`src/rtl/common.sv`:
```
// Shared ALU operation encodings used by the ALU and everything that drives it.
package common;
    localparam logic [2:0] ALU_NOP0 = 3'd0;
    localparam logic [2:0] ALU_ADD  = 3'd1;
    localparam logic [2:0] ALU_SUB  = 3'd2;
    localparam logic [2:0] ALU_AND  = 3'd3;
    localparam logic [2:0] ALU_OR   = 3'd4;
    localparam logic [2:0] ALU_XOR  = 3'd5;
    localparam logic [2:0] ALU_NOT  = 3'd6;
    localparam logic [2:0] ALU_NOP1 = 3'd7;
endpackage

```
`src/rtl/alu_seq.sv`:
```
// Wide-operation sequencer: splits a WORDS x 32-bit request into carry-chained
// single-word ALU operations and reassembles the result for writeback.
module alu_seq #(
    parameter int WORDS = 2
) (
    input  logic                CLK,
    input  logic                RST,
    input  logic                REQ_VALID,
    output logic                REQ_READY,
    input  logic [32*WORDS-1:0] REQ_A,
    input  logic [32*WORDS-1:0] REQ_B,
    input  logic [2:0]          REQ_OP,
    input  logic                REQ_C_IN,
    input  logic                REQ_WIDE,
    output logic [31:0]         ALU_A,
    output logic [31:0]         ALU_B,
    output logic [2:0]          ALU_OP,
    output logic                ALU_C_IN,
    input  logic [31:0]         ALU_OUT,
    input  logic                ALU_Z,
    input  logic                ALU_C,
    output logic                RES_VALID,
    input  logic                RES_READY,
    output logic [32*WORDS-1:0] RES_OUT,
    output logic                RES_Z,
    output logic                RES_C,
    output logic                RES_N
);
    localparam int IW = (WORDS > 1) ? $clog2(WORDS) : 1;

    typedef enum logic [1:0] {IDLE, RUN, DONE} state_t;
    state_t state_reg, state_next;

    logic [32*WORDS-1:0] a_reg, b_reg;
    logic [2:0]          op_reg;
    logic                c_in_reg, wide_reg;
    logic [IW-1:0]       idx_reg;
    logic                primed_reg;   // ALU ports currently hold word idx_reg
    logic                z_acc_reg;
    logic [31:0]         work_reg [WORDS];
    logic [31:0]         res_reg  [WORDS];

    logic [31:0]   a_word [WORDS];
    logic [31:0]   b_word [WORDS];
    logic [IW-1:0] last_idx, idx_fetch;
    logic          last_word, arith, fetch_cin;

    generate
        for (genvar gi = 0; gi < WORDS; gi++) begin : g_words
            assign a_word[gi] = a_reg[gi*32 +: 32];
            assign b_word[gi] = b_reg[gi*32 +: 32];
            assign RES_OUT[gi*32 +: 32] = res_reg[gi];
        end
    endgenerate

    assign last_idx  = wide_reg ? IW'(WORDS - 1) : '0;
    assign last_word = primed_reg && (idx_reg == last_idx);
    assign arith     = (op_reg == common::ALU_ADD) || (op_reg == common::ALU_SUB);
    assign idx_fetch = primed_reg ? idx_reg + 1'b1 : '0;
    assign REQ_READY = (state_reg == IDLE);
    assign RES_VALID = (state_reg == DONE);

    // Word 0 takes the request carry (or 1 for subtraction); later words chain the live ALU carry.
    always_comb begin
        fetch_cin = 1'b0;
        if (primed_reg)
            fetch_cin = arith & ALU_C;
        else if (op_reg == common::ALU_SUB)
            fetch_cin = 1'b1;
        else if (op_reg == common::ALU_ADD)
            fetch_cin = c_in_reg;
    end

    always_ff @(posedge CLK or posedge RST) begin
        if (RST)
            state_reg <= IDLE;
        else
            state_reg <= state_next;
    end

    always_comb begin
        state_next = state_reg;
        case (state_reg)
            IDLE:    if (REQ_VALID) state_next = RUN;
            RUN:     if (last_word) state_next = DONE;
            DONE:    if (RES_READY) state_next = IDLE;
            default: state_next = IDLE;
        endcase
    end

    always_ff @(posedge CLK or posedge RST) begin
        if (RST) begin
            a_reg      <= '0;
            b_reg      <= '0;
            op_reg     <= common::ALU_NOP0;
            c_in_reg   <= 1'b0;
            wide_reg   <= 1'b0;
            idx_reg    <= '0;
            primed_reg <= 1'b0;
            z_acc_reg  <= 1'b0;
            for (int i = 0; i < WORDS; i++) begin
                work_reg[i] <= '0;
                res_reg[i]  <= '0;
            end
            RES_Z    <= 1'b0;
            RES_C    <= 1'b0;
            RES_N    <= 1'b0;
            ALU_A    <= '0;
            ALU_B    <= '0;
            ALU_OP   <= common::ALU_NOP0;
            ALU_C_IN <= 1'b0;
        end else begin
            case (state_reg)
                IDLE: begin
                    if (REQ_VALID) begin
                        a_reg      <= REQ_A;
                        b_reg      <= REQ_B;
                        op_reg     <= REQ_OP;
                        c_in_reg   <= REQ_C_IN;
                        wide_reg   <= REQ_WIDE;
                        idx_reg    <= '0;
                        primed_reg <= 1'b0;
                        z_acc_reg  <= 1'b1;
                        for (int i = 0; i < WORDS; i++)
                            work_reg[i] <= '0;
                    end
                end
                RUN: begin
                    if (last_word) begin
                        // Publish the whole result at once so a partial result is never visible.
                        for (int i = 0; i < WORDS; i++)
                            res_reg[i] <= (IW'(i) == idx_reg) ? ALU_OUT : work_reg[i];
                        RES_Z      <= z_acc_reg & ALU_Z;
                        RES_C      <= arith & ALU_C;
                        RES_N      <= ALU_OUT[31];
                        primed_reg <= 1'b0;
                        ALU_A      <= '0;
                        ALU_B      <= '0;
                        ALU_OP     <= common::ALU_NOP0;
                        ALU_C_IN   <= 1'b0;
                    end else begin
                        if (primed_reg) begin
                            work_reg[idx_reg] <= ALU_OUT;
                            z_acc_reg         <= z_acc_reg & ALU_Z;
                        end
                        ALU_A      <= a_word[idx_fetch];
                        ALU_B      <= (op_reg == common::ALU_SUB) ? ~b_word[idx_fetch] : b_word[idx_fetch];
                        ALU_OP     <= arith ? common::ALU_ADD : op_reg;
                        ALU_C_IN   <= fetch_cin;
                        idx_reg    <= idx_fetch;
                        primed_reg <= 1'b1;
                    end
                end
                default: ;
            endcase
        end
    end
endmodule

```
`config.mk`:
```
export PLATFORM = sky130hd
export DESIGN_NAME = alu_seq
export DESIGN_NICKNAME = d
export VERILOG_FILES = /design/src/rtl/common.sv /design/src/rtl/alu_seq.sv
export SDC_FILE = /design/constraint.sdc
export NUM_CORES = 1
export LEC_CHECK = 0
export CAP_MARGIN = 10
export CORE_UTILIZATION = 38
export CTS_CLUSTER_SIZE = 14
export DETAILED_ROUTE_END_ITERATION = 12
export PLACE_DENSITY_LB_ADDON = 0.2
export SYNTH_ARGS = -nofsm -noshare
export SYNTH_HDL_FRONTEND = slang
export SYNTH_SLANG_ARGS = --single-unit
```
`constraint.sdc`:
```
create_clock -name CLK -period 16.4 [get_ports CLK]
set_clock_uncertainty 0.15 [all_clocks]
set_input_delay 3.28 -clock CLK [delete_from_list [all_inputs] [get_ports CLK]]
set_output_delay 3.28 -clock CLK [all_outputs]
set_load 0.005 [all_outputs]
```
After elaboration in Yosys (flattened, before gate mapping)
Cells that the tools add are included.
{ "totals": {"ff_bits": 337, "latchBits": 0, "mem_bits_rw": 0, "rom_bits": 0, "mem_count": 0} }
{ "op_classes": {"n_addsub": 1, "n_mul": 0, "div_mod_pow": 0, "order_cmp": 3, "eq_ne": 10, "shift": 0, "mux": 39, "n_bitwise": 5, "reduce_logical": 11} }
{ "ops": {"columns": ["operator", "count"], "rows": [
  ["32-bit 2-to-1 mux", 12],
  ["64-bit 2-to-1 mux", 3],
  ["64-bit case mux with 2 select lines", 1],
  ["64-bit bitwise mux", 1],
  ["32-bit demux with 1-bit select", 1],
  ["32-bit inverter", 1],
  ["1-bit 2-to-1 mux", 12],
  ["2-bit != test, second input constant", 4],
  ["2-bit 2-to-1 mux", 3],
  ["3-bit 2-to-1 mux", 2],
  ["1-bit case mux with 2 select lines", 3],
  ["2-bit case mux with 3 select lines", 1],
  ["2-bit AND reduction", 3],
  ["3-bit AND reduction", 2],
  ["2-bit greater-or-equal comparator, second input constant", 2],
  ["1-bit inverter with 2-bit output", 2],
  ["4-bit AND reduction", 1],
  ["3-bit by 1-bit == test with 1-bit output, second input constant", 1],
  ["3-bit by 2-bit == test with 1-bit output, second input constant", 1],
  ["1-bit AND", 2],
  ["2-bit by 1-bit == test with 1-bit output, second input constant", 1],
  ["2-bit == test, second input constant", 1],
  ["1-bit logical AND", 2],
  ["2-bit logical NOT", 1],
  ["6 further kinds", 6]
]} }

Logic depth before layout (Yosys ltp)
{ "logic_depth": {"ltp_word": 9, "depth_mapped": 7, "ltp_nobuf": 3} }

Least setup slack after synthesis
Ideal clock, no wire load.
{ "synth_timing": {"path_type": "input to register", "start": "input port REQ_VALID", "end": "register b_reg[10]", "t_arrival_ps": 4244, "t_required_ps": 16125, "path_slack_ps": 11881, "path_stages": 5, "path_buffers": 3, "path_cell_list": "nor3b_1 > buf_2 > buf_4 > buf_6 > mux2_2"} }
{ "synth_between": {"elab_chain_len": 1} }
{ "synth_rtl": {"columns": ["item", "line_no", "text"], "rows": [
  ["from (decl)", "alu_seq.sv:8", "input logic REQ_VALID,"],
  ["2-bit AND reduction (no source line)", null, null],
  ["to (signal assigned)", "alu_seq.sv:94", "b_reg <= '0;"],
  ["to (signal assigned)", "alu_seq.sv:117", "b_reg <= REQ_B;"],
  ["to (decl)", "alu_seq.sv:34", "logic [32*WORDS-1:0] a_reg, b_reg;"]
]} }
No other way between the ends.
A chain may end at the register's enable or synchronous reset.

==> parameters.txt <==
Parameter                              Value

Final layout
  Final layout net count    1574
  Area added between synthesis and finish    31.9%
  Commonest non-fill, non-tap cell in the layout    dfrtp_1
  Share of layout cells above drive strength 1    16.0%
  Commonest cells after routing, fill and taps aside    dfrtp_1, clkdlybuf4s50_1, o21ai_0

Clock network
  Post-CTS setup buffer count    0
  CTS tree    built
  Number of buffers between clock root and the deepest sink    3
  H-tree levels    2
  Clock transition at the register clock pins on the worst setup and hold paths after CTS    60 ps
  CTS sink count    337
  Number of gates resized after CTS    0
  Count of hold buffers inserted by post-cts repair    0
  Worst-Skew Late Latency    540 ps
  Clock buffers created by TritonCTS    39
  Root buffer selected by CTS    clkbuf_16

Global route
  First-pass GRT wire length    63800 um
  Maximum number of pins on one net before global-route repair    138
  Tot GR Track Use    21.0%
  Grt ovf    0
  Via count of the first global-routing pass    11000
  Antenna violations before repair    7

Pwr
  Power density cells    203 nW/um2
  Cell internal pwr    2550 uW
  Cell leakage power    0.00817 uW
  Sw power    1340 uW
  Final total power    3890 uW
  Clock share of power    22.4%
  Part of the total power dissipated in sequential elements    37.7%
  Maximum ir drop on the vdd rail    0.000130 V
  Combinational power share    39.9%
  Switching fraction of total power    34.5%

Logic synthesis
  Sequential area share after synthesis    58.0%
  Number of storage elements in the synthesis netlist    337
  Number of warning messages in the yosys log    0
  Synth Cell Area    14500 um2
  Share of Yosys cell area claimed by the top area cell type    58.0%
  Synthesized area per cell    12.7 um2
  Count of mapped cells out of synthesis    1142
  Largest area contributor in the synthesized netlist    dfrtp_1
  Synthesized net count    1313
  Top area cells in the synthesized netlist    dfrtp_1, mux2_2, mux2i_1
  Count of different cell masters after synthesis    39

STA
  Final slew viol count    0
  Crit share post-route    35.4%
  Setup TNS    0 ps
  Slew at the pin closest to its max-slew limit    1130 ps
  Final-report setup violation count    0
  Worst relative slew slack    24.8%
  Number of hold-slack violations in the final timing report    0
  Final critical path time including I/O delays and setup    5800 ps
  Max Clock Freq    172 MHz
  RSZ-0062 raised after global routing    false

Floorplan
  Initial cell density of the core    38.6%
  DIE HEIGHT    198 um
  Placeable core region    37700 um2
  Count of standard-cell rows    71
  Die outline area    39100 um2
  Top-Level Pins    308
  Die span in x    198 um

Hold path
  Hold/Removal Path Class    flip-flop to flip-flop

Route
  Iteration count of the initial detailed-routing pass    5
  DRT antenna net count    0
  Routed vias/inst    5.36
  Vias    10400
  Wire per inst    20.9 um
  Number of design-rule violations left by the first detailed-router iteration    685
  Total Wirelength    40600 um
  DR DRC count    0

Setup path
  Classification of the worst setup path    input port to asynchronous set/reset pin
  Critical path fanouts, max    137
  Nature of the critical path startpoint    input port
  Critical path data arrival time    6210 ps
  Type of element capturing the critical path    asynchronous set/reset pin
  CP Data Required Time    16810 ps

Placed design
  Weighted congestion at the end of routability-driven global placement    0.753
  Dpl hpwl    24100 um
  Port Buffers    307

Run status
  Outcome    complete, no violations

Flow run
  Max-capacitance violation count    0
==> path summary, 6_finish.rpt <==
check | startpoint | to | slack (ps) | depth (start not counted)
max in group CLK | state_reg[1] | RES_VALID | 10940 | 3
hold / removal | ALU_A[24] | ALU_A[24] | 330 | 2
setup / recovery | RST | b_reg[31] | 10600 | 4
min in group asynchronous | RST | a_reg[21] | 3180 | 2
hold reg to reg | ALU_A[24] | ALU_A[24] | 330 | 2
setup reg to reg | idx_reg | work_reg[11] | 13380 | 5
==> Yosys cell counts, drive strengths merged <==
cell type	n
clkbuf	51
a21o	34
and3b	32
or2	1
nor3b	4
nand4b	2
mux2	133
o31ai	2
inv	4
nor2b	1
a2111oi	32
o41ai	1
a211oi	32
nand2b	3
dfrtp	337
o21ai	170
o2bb2ai	1
nor2	4
xor2	2
and2	1
o21a	1
o22ai	33
a22o	64
nand2	39
a31o	1
buf	55
nand3	2
nand3b	2
a21oi	2
mux2i	96
==> power by group through the flow <==
stage / Clock (uW) / Sequential, uW / Combinational, uW
floorplan: 0 / 1420 / 969
global placement: 0 / 1470 / 1530
detailed placement: 0 / 1480 / 1570
CTS: 892 / 1470 / 1570
global route: 929 / 1520 / 1700
finish: 872 / 1470 / 1550
==> critical path, cell delays in order <==
cell and delay (ps):
clkdlybuf4s50_1 490, inv_8 640, buf_4 890, buf_4 770
==> final cells by class <==
cell class | instances | area (um2)
Tap cell | 511 | 639
Inverter | 4 | 22.5
Clock buffer | 52 | 1090
Timing Repair Buffer | 326 | 3220
Fill cell | 3413 | 18500
Antenna cell | 2 | 5.00
Multi-Input combinational cell | 695 | 5580
Sequential cell | 337 | 8440
Clock inverter | 19 | 196
==> through the flow <==
step | instance area (um2) | hold WS [ps] | cells | util (%) | worst slack, ps
final | 19200 | 328 | 1946 | 50.9 | 10600
after global routing | 19200 | 354 | 1946 | 50.9 | 10110
after CTS | 19200 | 335 | 1944 | 50.9 | 10420
after detailed placement | 17900 | 317 | 1873 | 47.5 | 9860
after global placement | 17900 | 311 | 1873 | 47.5 | 9840
after floorplan | 14500 | 315 | 1142 | - | 3630
==> cell families after synthesis <==
family                    after synthesis  synth area share [%]
AOI/OAI and AO/OA                     373                  16.9
DFF                                   337                  58.0
muxes                                 229                  16.9
buffers and inverters                 110                  4.06
and+or+nand+nor                        91                  3.98
xor gates and xnor gates                2                 0.120
==> metal layers <==
metal  vias to the layer above  wire length (um)  track usage (%)
li1                       4772                 -                -
met1                      5264             17300             27.8
met4                         8               745             6.09
met3                        58              3750             7.53
met2                       337             18700             32.3
met5                         -                53                0
Power figures use the tool's default switching activity.
